--- src/rtl/indexed_address_unit.sv ---
// Effective-address generator for the 6502 indexed modes, including the
// zero-page pointer fetches of (zp,X) and (zp),Y and page-cross reporting.
module indexed_address_unit #(
  parameter int WIDTH = 8
) (
  input  logic               clk,
  input  logic               reset,
  input  logic               start,
  input  logic [2:0]         mode,
  input  logic               is_store,
  input  logic [WIDTH-1:0]   op_lo,
  input  logic [WIDTH-1:0]   op_hi,
  input  logic [WIDTH-1:0]   x_value,
  input  logic [WIDTH-1:0]   y_value,
  output logic [2*WIDTH-1:0] mem_addr,
  output logic               mem_rd,
  input  logic [WIDTH-1:0]   mem_data,
  output logic [2*WIDTH-1:0] ea,
  output logic               ea_valid,
  output logic               page_cross,
  output logic               busy
);

  localparam logic [2:0] IDLE   = 3'd0;
  localparam logic [2:0] PTR_LO = 3'd1;
  localparam logic [2:0] PTR_HI = 3'd2;
  localparam logic [2:0] FIXUP  = 3'd3;
  localparam logic [2:0] DONE   = 3'd4;

  localparam logic [2:0] MODE_ZPX = 3'b000;
  localparam logic [2:0] MODE_ZPY = 3'b001;
  localparam logic [2:0] MODE_ABX = 3'b010;
  localparam logic [2:0] MODE_ABY = 3'b011;
  localparam logic [2:0] MODE_IZX = 3'b100;
  localparam logic [2:0] MODE_IZY = 3'b101;

  logic [2:0]       state;
  logic             indy_r;
  logic             store_r;
  logic [WIDTH-1:0] ptr_r;
  logic [WIDTH-1:0] idx_r;
  logic [WIDTH-1:0] lo_r;

  logic [WIDTH-1:0] sel_idx;
  logic [WIDTH-1:0] ptr_next;
  logic [WIDTH:0]   start_sum;
  logic [WIDTH:0]   post_sum;
  logic             req_ok;

  // Odd modes index with Y, even modes with X; the extra sum bit is the page carry.
  always_comb begin
    sel_idx   = mode[0] ? y_value : x_value;
    start_sum = {1'b0, op_lo} + {1'b0, sel_idx};
    post_sum  = {1'b0, lo_r} + {1'b0, idx_r};
    ptr_next  = WIDTH'(ptr_r + 1'b1);
    req_ok    = start && (mode[2:1] != 2'b11);
  end

  always_comb begin
    mem_rd   = 1'b0;
    mem_addr = '0;
    busy     = 1'b0;
    ea_valid = 1'b0;
    if (!reset) begin
      busy     = (state != IDLE);
      ea_valid = (state == DONE);
      if (state == PTR_LO) begin
        mem_rd   = 1'b1;
        mem_addr = {{WIDTH{1'b0}}, ptr_r};
      end else if (state == PTR_HI) begin
        mem_rd   = 1'b1;
        mem_addr = {{WIDTH{1'b0}}, ptr_next};
      end
    end
  end

  always_ff @(posedge clk) begin
    if (reset) begin
      state      <= IDLE;
      ea         <= '0;
      page_cross <= 1'b0;
      indy_r     <= 1'b0;
      store_r    <= 1'b0;
      ptr_r      <= '0;
      idx_r      <= '0;
      lo_r       <= '0;
    end else begin
      case (state)
        IDLE: begin
          if (req_ok) begin
            store_r <= is_store;
            indy_r  <= (mode == MODE_IZY);
            idx_r   <= y_value;
            case (mode)
              MODE_ZPX, MODE_ZPY: begin
                ea         <= {{WIDTH{1'b0}}, start_sum[WIDTH-1:0]};
                page_cross <= 1'b0;
                state      <= DONE;
              end
              MODE_ABX, MODE_ABY: begin
                ea         <= {op_hi + WIDTH'(start_sum[WIDTH]), start_sum[WIDTH-1:0]};
                page_cross <= start_sum[WIDTH];
                state      <= (start_sum[WIDTH] || is_store) ? FIXUP : DONE;
              end
              MODE_IZX: begin
                ptr_r <= start_sum[WIDTH-1:0];
                state <= PTR_LO;
              end
              MODE_IZY: begin
                ptr_r <= op_lo;
                state <= PTR_LO;
              end
              default: state <= IDLE;
            endcase
          end
        end
        PTR_LO: begin
          lo_r  <= mem_data;
          state <= PTR_HI;
        end
        // (zp),Y applies the index to the fetched pointer; (zp,X) uses it as-is.
        PTR_HI: begin
          if (indy_r) begin
            ea         <= {mem_data + WIDTH'(post_sum[WIDTH]), post_sum[WIDTH-1:0]};
            page_cross <= post_sum[WIDTH];
            state      <= (post_sum[WIDTH] || store_r) ? FIXUP : DONE;
          end else begin
            ea         <= {mem_data, lo_r};
            page_cross <= 1'b0;
            state      <= DONE;
          end
        end
        FIXUP:   state <= DONE;
        DONE:    state <= IDLE;
        default: state <= IDLE;
      endcase
    end
  end

endmodule

--- config.mk ---
export PLATFORM = sky130hd
export DESIGN_NAME = indexed_address_unit
export DESIGN_NICKNAME = d
export VERILOG_FILES = /design/src/rtl/indexed_address_unit.sv
export SDC_FILE = /design/constraint.sdc
export NUM_CORES = 1
export LEC_CHECK = 0
export ABC_CLOCK_PERIOD_IN_PS = 3800
export BUFFER_PORTS_ARGS = -buffer_cell sky130_fd_sc_hd__buf_2
export CAP_MARGIN = 30
export CORE_MARGIN = 1.5
export CORE_UTILIZATION = 38
export DETAILED_ROUTE_END_ITERATION = 12
export PLACE_DENSITY = 0.58
export SETUP_SLACK_MARGIN = 0.02
export SLEW_MARGIN = 20
export SYNTH_ARGS = -nofsm -noshare
export SYNTH_HDL_FRONTEND = slang
export SYNTH_SLANG_ARGS = --single-unit
--- constraint.sdc ---
create_clock -name clk -period 3.8 [get_ports clk]
set_clock_uncertainty 0.1 [all_clocks]
set_input_delay 0.19 -clock clk [delete_from_list [all_inputs] [get_ports clk]]
set_output_delay 0.19 -clock clk [all_outputs]
set_load 0.03 [all_outputs]
==> Flow_metrics.wiki <==
{| class="wikitable"
! Metric !! Value
|-
| Transition time at the pin with the least slew margin || 0.964 ns
|-
| Hold buffer count at CTS || 0
|-
| Total congestion overflow after global routing || 0
|-
| Largest area contributor in the synthesized netlist || dfxtp_1
|-
| Synth top area cells || dfxtp_1 28%, ha_1 7.9%, nor2_1 5.9%
|-
| Critical register-to-register path startpoint || lo_r[0]
|-
| Fraction of the yosys area taken by sequential cells || 0.276
|-
| Share of cells above drive strength 1 || 0.200
|-
| Proportion of total power due to net switching || 0.341
|-
| Post-synth top cells || 52 x nor2_1, 50 x nand2_1, 46 x dfxtp_1
|-
| Share of power burned in registers || 0.415
|-
| Post-place setup slack || 0.541 ns
|-
| Worst min-delay path class || in -> reg
|-
| Hold Path Depth || 3
|-
| Unrepaired setup endpoints after global routing || false
|-
| Drt pass-1 iters || 4
|-
| Synthesized flop and latch total || 46
|-
| Critical Setup Path Class || reg -> reg
|-
| Most common flop cell mapped by yosys || dfxtp_1
|-
| Total of buffers placed on input and output ports || 74
|-
| Number of antenna violations at the first check in global routing || 0
|-
| Depth of the most critical reg-to-reg path || 12
|-
| Die area || 9340 um^2
|-
| Detailed Route WL || 9.03 mm
|-
| Detail-routed net length per standard cell || 15.4 um
|-
| Setup slack, reg-to-reg || 0.81 ns
|-
| Combined area of the multi-input logic cells || 2250 um^2
|-
| Metal-1 WL || 4.08 mm
|-
| Met2 routed WL || 4.24 mm
|-
| Start point of the worst hold path || y_value[3]
|-
| I/O pin cnt || 83
|-
| Final setup violation count || 0
|-
| Number of maximum-capacitance violations || 0
|-
| Max-Slew Margin vs Limit || 0.358
|-
| Fill cell count || 894
|-
| Result of the run || complete, no violations
|-
| Count of yosys warnings during synthesis || 0
|-
| Number of buffers created by CTS || 5
|-
| Largest vdd supply drop || 0.144 mV
|-
| Number of hold-slack violations in the final timing report || 0
|-
| Total leakage power || 1.66 nW
|-
| TritonCTS clock tree || done
|-
| Final worst-path cycle share || 0.787
|-
| Post-route setup slack || 0.808 ns
|-
| Most repeated cell in the gate-level netlist after synthesis || nor2_1
|-
| Average size of a mapped cell || 7.88 um^2
|-
| CTS clk-pin slew, worst paths || 0.09 ns
|-
| Combinational Power Share || 0.308
|-
| Clock latency reported for the late side of the worst-skew pair || 0.30 ns
|-
| Clock Power Share || 0.277
|-
| Share of the synthesized area in the top cell type || 0.276
|-
| Sink count of the clock tree || 46
|-
| Residual DRC || 0
|-
| Slowest stage cell, crit path || fa_1
|-
| CP Launch Type || flop
|-
| Post-DP HPWL || 7.09 mm
|-
| Post-synthesis cell count || 423
|-
| Peak Freq || 334 MHz
|-
| Critical-path maximum fanout || 4
|-
| Combined flip-flop and latch cell area || 921 um^2
|-
| Maximum root-to-sink buffer count || 2
|-
| Share of async-settable or async-resettable flops after synthesis || 0
|-
| Layout Area Growth over Synthesis || 14.6%
|-
| Highest Signal Layer || met4
|-
| Y dimension of the die || 96.6 um
|-
| Post-layout nets || 550
|-
| Post-Syn Area || 3330 um^2
|-
| Post-synth cell types || 54
|-
| Global Route Usage Sum || 0.193
|-
| Via total after detailed routing || 3,208
|-
| NetSw || 0.447 mW
|-
| DR WL met3 || 482 um
|-
| Family of cells with the greatest summed delay on the critical path || adder cells
|-
| Initial standard-cell utilization of the core || 0.399
|-
| Starting DRT DRC Count || 144
|-
| Routability cong. || 0.883
|-
| Clock period minus final worst setup slack || 2.99 ns
|-
| Number of global-route vias before repair || 3,063
|-
| End of the worst register-to-register path || ea[12]
|-
| Number of slew-limit violations in the final report || 0
|-
| Most frequent cell on the critical path || ha_1
|-
| End point of the worst hold path || idx_r[3]
|-
| Via density per instance || 5.47
|-
| Pin count of the biggest net entering global routing || 53
|-
| Inserted Diodes || 0
|-
| Delay of the slowest cell on the worst path || 0.43 ns
|-
| Count of flip-flops with a built-in enable after synthesis || 0
|-
| Horizontal die dimension || 96.6 um
|-
| Wire length of the first global-routing pass || 14.7 mm
|-
| Antenna-violating nets left || 0
|-
| CTS H-tree lvls || 2
|-
| Area of the core region || 8340 um^2
|-
| Post-CTS setup buffer count || 0
|-
| Required arrival time at the worst endpoint || 3.86 ns
|-
| Arrival time worst endpoint || 3.05 ns
|-
| Worst-path cell chain || ha_1 -> fa_1 -> a211oi_1 -> o21bai_1 -> nand4_1 -> nand3_1 -> ha_1 -> ha_1 -> nand4_1 -> xnor2_1 -> a221oi_1 -> nor3_1
|-
| Resized cells post-CTS || 0
|-
| Internal power consumption || 0.864 mW
|-
| # rows || 33
|-
| Buffer and inverter count on the worst path || 0
|-
| Power density relative to cell area || 343 nW/um^2
|-
| Kind of end point of the critical path || flop
|-
| Library cell used as clock root buffer || clkbuf_8
|-
| Total negative slack || 0 ns
|}
[sequential cells by signal, summed over array words and instances (netlist names)]
name,count
ea,16
state,3
page_cross,1
store_r,1
idx_r,8
lo_r,8
indy_r,1
ptr_r,8
[worst register-to-register path: stages (launching register included)]
cell and delay, ns:
dfxtp_1 0.35, ha_1 0.23, fa_1 0.43, a211oi_1 0.29
o21bai_1 0.15, nand4_1 0.10, nand3_1 0.19, ha_1 0.26
ha_1 0.21, nand4_1 0.11, xnor2_1 0.08, a221oi_1 0.30
nor3_1 0.07
[final cells by class]
cell class / count / area share
multi-input cells: 344 / 0.590
flip-flops and latches: 46 / 0.241
repair buffers: 75 / 0.0990
well taps: 105 / 0.0344
clock buffers: 7 / 0.0200
clock inverters: 1 / 0.00786
inverters: 8 / 0.00786
[metal layers]
layer	GRT usage	vias to the layer above
li1	-	1610
met2	0.323	108
met5	0	-
met1	0.248	1476
met3	0.0368	14
met4	0.0658	0
[metrics by stage]
stage	power [mW]	utilization	instances	hold slack, ns	area (um^2)
after CTS	1.32	0.458	586	0.0298	3820
after global routing	1.39	0.458	586	0.0303	3820
final	1.31	0.458	586	0.0418	3820
after detailed placement	0.958	0.445	578	0.343	3710
after floorplan	0.845	-	430	0.226	3360
after global placement	0.954	0.445	578	0.338	3710
[power groups by stage]
stage	clock network [mW]	logic (mW)	registers, mW
after CTS	0.372	0.404	0.544
after floorplan	0	0.264	0.581
after global routing	0.395	0.443	0.550
after global placement	0	0.399	0.555
final	0.363	0.404	0.544
after detailed placement	0	0.402	0.556
[worst max path at each step]
stage	from	endpoint	slack, ns	cells after the start
after floorplan	mode[0]	ea[15]	0.70	13
after detailed placement	mode[0]	ea[13]	0.54	13
after global placement	mode[0]	ea[13]	0.63	13
after CTS	lo_r[0]	ea[12]	0.81	12
after global routing	lo_r[0]	ea[13]	0.56	12
final	lo_r[0]	ea[12]	0.81	12
[cell usage in the layout (no fill, tap or decap), types with 13 or more instances in the layout]
cell     synthesis  final
buf_2            4     74
xor2_1          14     14
mux2i_1         14     14
nand2_1         50     50
a21oi_1         34     34
ha_1            21     21
xnor2_1         15     15
dfxtp_1         46     46
nor3_1          13     13
o21ai_0         19     19
nor2_1          52     52
[cell families after synthesis]
group / synth area share
AOI/OAI and AO/OA: 0.234
xor gates and xnor gates: 0.0762
adders and majority gates: 0.0909
buffers and inverters: 0.0556
DFF: 0.276
muxes: 0.0691
other: 0.00113
and+or+nand+nor: 0.197
(Power assumes the default switching activity.)
